==> config.mk <==
export PLATFORM = sky130hd
export DESIGN_NAME = sync_debounce_edge
export DESIGN_NICKNAME = d
export VERILOG_FILES = /design/src/rtl/sync_debounce_edge_pkg.sv /design/src/rtl/sync_debounce_edge_cell.sv /design/src/rtl/sync_debounce_edge.sv
export SDC_FILE = /design/constraint.sdc
export NUM_CORES = 1
export LEC_CHECK = 0
export BUFFER_PORTS_ARGS = -buffer_cell sky130_fd_sc_hd__buf_2
export CORE_MARGIN = 1.5
export CORE_UTILIZATION = 60
export CTS_BUF_LIST = sky130_fd_sc_hd__clkbuf_2
export DETAILED_ROUTE_END_ITERATION = 10
export GPL_TIMING_DRIVEN = 0
export PLACE_DENSITY = 0.84
export REMOVE_ABC_BUFFERS = 1
export SLEW_MARGIN = 0
export SYNTH_ARGS = -nofsm -noshare
export SYNTH_HDL_FRONTEND = slang
export SYNTH_SLANG_ARGS = --single-unit
==> constraint.sdc <==
create_clock -name clk -period 16.8 [get_ports clk]
set_clock_uncertainty 0.05 [all_clocks]
set_input_delay 1.68 -clock clk [delete_from_list [all_inputs] [get_ports clk]]
set_output_delay 1.68 -clock clk [all_outputs]
set_load 0.005 [all_outputs]
==> src/rtl/sync_debounce_edge_pkg.sv <==
// Shared constants for the debounce/edge-detect block.
// Edge-select bit positions and the default stability counter width.
package sync_debounce_edge_pkg;
    localparam int EDGE_RISE         = 0;
    localparam int EDGE_FALL         = 1;
    localparam int CNT_WIDTH_DEFAULT = 8;
endpackage

==> src/rtl/sync_debounce_edge_cell.sv <==
// One filtered bit: stability counter, level flop, edge pulses and sticky event flag.
module debounce_cell
    import sync_debounce_edge_pkg::*;
#(
    parameter int   CNT_WIDTH = CNT_WIDTH_DEFAULT,
    parameter logic INIT_BIT  = 1'b0
) (
    input  logic                 clk,
    input  logic                 rst,
    input  logic                 din,
    input  logic [CNT_WIDTH-1:0] cfg_stable_cnt,
    input  logic [1:0]           cfg_edge_sel,
    input  logic                 evt_clr,
    output logic                 dout,
    output logic                 rise_pulse,
    output logic                 fall_pulse,
    output logic                 evt_sticky
);
    logic [CNT_WIDTH-1:0] r_cnt;
    logic                 r_dout;
    logic                 r_rise;
    logic                 r_fall;
    logic                 r_sticky;

    logic w_mismatch;
    logic w_commit;
    logic w_rise_next;
    logic w_fall_next;
    logic w_set;

    assign w_mismatch  = (din != r_dout);
    // >= so that lowering the window mid-count commits immediately instead of wrapping
    assign w_commit    = w_mismatch && (r_cnt >= cfg_stable_cnt);
    assign w_rise_next = w_commit & din;
    assign w_fall_next = w_commit & ~din;
    assign w_set       = (w_rise_next & cfg_edge_sel[EDGE_RISE]) |
                         (w_fall_next & cfg_edge_sel[EDGE_FALL]);

    always_ff @(posedge clk or posedge rst) begin
        if (rst) begin
            r_cnt    <= '0;
            r_dout   <= INIT_BIT;
            r_rise   <= 1'b0;
            r_fall   <= 1'b0;
            r_sticky <= 1'b0;
        end else begin
            if (!w_mismatch || w_commit) begin
                r_cnt <= '0;
            end else begin
                r_cnt <= r_cnt + CNT_WIDTH'(1);
            end
            if (w_commit) begin
                r_dout <= din;
            end
            r_rise   <= w_rise_next;
            r_fall   <= w_fall_next;
            r_sticky <= w_set | (r_sticky & ~evt_clr);
        end
    end

    assign dout       = r_dout;
    assign rise_pulse = r_rise;
    assign fall_pulse = r_fall;
    assign evt_sticky = r_sticky;
endmodule

==> src/rtl/sync_debounce_edge.sv <==
// Multi-bit glitch filter with edge pulses, sticky events and an aggregated interrupt.
module sync_debounce_edge
    import sync_debounce_edge_pkg::*;
#(
    parameter int                    DATA_WIDTH = 16,
    parameter int                    CNT_WIDTH  = CNT_WIDTH_DEFAULT,
    parameter logic [DATA_WIDTH-1:0] INIT_VALUE = '0
) (
    input  logic                  clk,
    input  logic                  rst,
    input  logic [DATA_WIDTH-1:0] din,
    input  logic [CNT_WIDTH-1:0]  cfg_stable_cnt,
    input  logic [1:0]            cfg_edge_sel,
    input  logic [DATA_WIDTH-1:0] evt_clr,
    output logic [DATA_WIDTH-1:0] dout,
    output logic [DATA_WIDTH-1:0] rise_pulse,
    output logic [DATA_WIDTH-1:0] fall_pulse,
    output logic [DATA_WIDTH-1:0] evt_sticky,
    output logic                  irq
);
    for (genvar g = 0; g < DATA_WIDTH; g++) begin : g_bit
        debounce_cell #(
            .CNT_WIDTH (CNT_WIDTH),
            .INIT_BIT  (INIT_VALUE[g])
        ) u_cell (
            .clk            (clk),
            .rst            (rst),
            .din            (din[g]),
            .cfg_stable_cnt (cfg_stable_cnt),
            .cfg_edge_sel   (cfg_edge_sel),
            .evt_clr        (evt_clr[g]),
            .dout           (dout[g]),
            .rise_pulse     (rise_pulse[g]),
            .fall_pulse     (fall_pulse[g]),
            .evt_sticky     (evt_sticky[g])
        );
    end

    // Built only from sticky flops, so irq cannot glitch
    assign irq = |evt_sticky;
endmodule

==> metrics.md <==
| Metric | Value |
|---|---|
| Worst skew pair latency | `810 ps` |
| Setup violations, final | `0` |
| Max Buffers Root-to-Sink | `2` |
| Mapped Cells | `1135` |
| Layout Nets | `1384` |
| IO Pins | `109` |
| FF+latch count, synth | `192` |
| Unrepaired setup endpoints after global routing | `false` |
| Crit. End Element | `primary output` |
| Critical path class | `reg2out` |
| Layout cell share with drive strength beyond 1 | `0.168` |
| Gr busiest metal | `met2` |
| Mean Syn Cell Area | `10.1 um2` |
| Hold EP | `g_bit[3].u_cell.r_cnt[0]` |
| Root Driver | `clkbuf_2` |
| Dominant cells by area after synthesis | `dfrtp_1 (42%), ha_1 (16%), xor2_1 (6.1%)` |
| Startpoint Class | `flop` |
| CP max FO | `3` |
| Avg WL per Cell | `16.5 um` |
| HP Class | `reg2reg` |
| H-tree depth | `4` |
| CTS Sinks | `192` |
| Core Footprint | `0.0188 mm2` |
| Final Hold Violating Endpoints | `0` |
| Cell variety after synth | `24` |
| Post-route DRC violation count | `0` |
| Peak VDD IR | `60.8 uV` |
| Area after DPL | `0.0119 mm2` |
| YS warnings | `0` |
| FF-to-FF path depth | `6` |
| R2R Path End | `g_bit[6].u_cell.dout` |
| Worst slew pin tran | `1010 ps` |
| Vias per cell | `5.71` |
| # rows | `50` |
| Post-Layout Cell Count | `1444` |
| Grt ovf | `0` |
| GR Util met3 | `0.0439` |
| Final max-slew violation count | `0` |
| Vias in the first global route | `8171` |
| Port-buffer cells | `108` |
| Post-synth top area share | `0.418` |
| GRT Resource Usage Total | `0.254` |
| Routability cong. | `0.821` |
| HPWL after DPL | `16500 um` |
| Routed vias | `8240` |
| Post-Route Setup TNS | `0 ps` |
| Area Growth Syn to Fin | `5.25%` |
| Achievable Freq | `237 MHz` |
| Synth area leader | `dfrtp_1` |
| Rel. slew slack | `0.323` |
| Initial DRC count | `511` |
| Met1 GRT Util | `0.320` |
| Pleak | `6.28 nW` |
| Tcrit/Tclk final | `0.251` |
| Min-Delay Startpoint | `g_bit[3].u_cell.r_cnt[0]` |
| Die Width | `141 um` |
| Largest net degree at the start of global routing | `100` |
| Design area | `0.0121 mm2` |
| Final antenna-violating net count | `0` |
| Initial antenna violation count | `1` |
| Hold-fix buffers, CTS | `0` |
| Num CTS Buffers | `17` |
| Clock transition at the registers of the reported paths | `270 ps` |
| Dpl cells | `1411` |
| Aggregate routed wire length | `23900 um` |
| Period minus WS final | `4210 ps` |
| Sequential share of the synthesized area | `0.418` |
| PostCTS Resize Cnt | `0` |
| Required @ worst endpoint | `15070 ps` |
| Die Footprint | `0.0200 mm2` |
| Total of max-cap violations | `0` |
| Filler cell count | `1497` |
| Critical path startpoint | `g_bit[9].u_cell.evt_sticky` |
| Initial Util | `0.612` |
| First-pass GRT wire length | `39600 um` |
| CTS tree | `done` |
| Hold path depth | `1` |
| GR Util met2 | `0.433` |
| Post-CTS setup repair buffer count | `0` |
| Worst r2r src | `g_bit[6].u_cell.r_cnt[0]` |
| Cell area after synthesis | `0.0115 mm2` |
| Crit path arrival time | `2480 ps` |
| TritonRoute pass-1 iters | `7` |
| Worst reg2reg setup slack | `14620 ps` |
| Power density cells | `103 mW/mm2` |
| Outcome | `complete, no violations` |
| Chip height | `141 um` |
-- Yosys cell counts --
cell / instances
a2111o_1: 16
a211o_2: 16
a21oi_1: 48
a21oi_2: 16
a31oi_1: 16
and3_1: 32
buf_4: 64
clkbuf_1: 3
dfrtp_1: 192
ha_1: 144
inv_1: 88
mux2_2: 16
nand2_1: 31
nand2b_4: 16
nand3_1: 80
nand4_1: 17
nor2_1: 143
nor3_1: 16
nor3b_1: 17
nor4_1: 4
o21ai_0: 32
o22ai_1: 16
xnor2_1: 32
xor2_1: 80
-- sequential cells by signal (all words and copies together), names as in the netlist --
name / cells
g_bit.u_cell.fall_pulse: 16
g_bit.u_cell.evt_sticky: 16
g_bit.u_cell.rise_pulse: 16
g_bit.u_cell.dout: 16
g_bit.u_cell.r_cnt: 128
-- per-layer routing --
| layer | share of wire | vias up |
|---|---|---|
| met5 | 0 | - |
| met4 | 0.025 | 0 |
| met3 | 0.040 | 45 |
| met2 | 0.49 | 169 |
| met1 | 0.44 | 4015 |
| li1 | - | 4011 |
-- critical path: stages (launching register included) --
cell     delay, ps
dfrtp_1        460
nor4_1         840
nand4_1        180
buf_2          190
-- power by group --
group,switching (mW),total [mW],internal (mW)
Combinational,0.201,0.391,0.190
Clock,0.169,0.225,0.0557
Sequential,0.0989,0.625,0.526
-- cells by family (layout without fill, tap and decap cells) --
logic type                 Yosys count  after routing  share of synthesized area
AOI/OAI and AO/OA                  160            160                     0.0941
xor gates and xnor gates           112            112                     0.0854
adders and majority gates          144            144                      0.157
buffers and inverters              155            229                     0.0716
DFF                                192            192                      0.418
muxes                               16             16                     0.0157
other                                0              1                          0
and+or+nand+nor                    356            356                      0.158
-- placed cells by master (no fill, tap or decap), types with 17 or more instances in the layout --
cell | Yosys | routed
dfrtp_1 | 192 | 192
ha_1 | 144 | 144
nor2_1 | 143 | 143
buf_2 | 0 | 108
inv_1 | 88 | 87
nand3_1 | 80 | 80
xor2_1 | 80 | 80
a21oi_1 | 48 | 48
o21ai_0 | 32 | 32
xnor2_1 | 32 | 32
and3_1 | 32 | 32
nand2_1 | 31 | 31
nand4_1 | 17 | 17
nor3b_1 | 17 | 17
clkbuf_2 | 0 | 17
-- area by class of cell --
| class | instances | area (um2) | share of cell area |
|---|---|---|---|
| Multi-Input combinational cell | 788 | 5860 | 0.485 |
| Sequential cell | 192 | 4800 | 0.398 |
| Timing Repair Buffer | 109 | 568 | 0.0470 |
| Inverter | 88 | 338 | 0.0280 |
| Tap cell | 234 | 293 | 0.0242 |
| Clock inverter | 15 | 139 | 0.0115 |
| Clock buffer | 17 | 85.1 | 0.00704 |
| Antenna cell | 1 | 2.50 | 0.000207 |
-- through the flow --
stage          hold slack (ps)  total power [mW]  utilization  setup slack, ps
5_1_grt                    536              1.33        0.644            12450
3_3_place_gp               470              1.00        0.630             7800
4_1_cts                    508              1.25        0.644            12490
3_5_place_dp               478              1.02        0.632            12710
2_1_floorplan              431             0.906            -             9840
6_report                   505              1.24        0.644            12590
-- worst max-delay path by stage --
stage,slack (ps),to
after floorplan,9840,g_bit[0].u_cell.dout
after global placement,7800,g_bit[12].u_cell.fall_pulse
after detailed placement,12710,g_bit[8].u_cell.dout
after CTS,12490,irq
after global routing,12450,irq
final,12590,irq
Note: power is estimated with default switching activity, not from simulation.
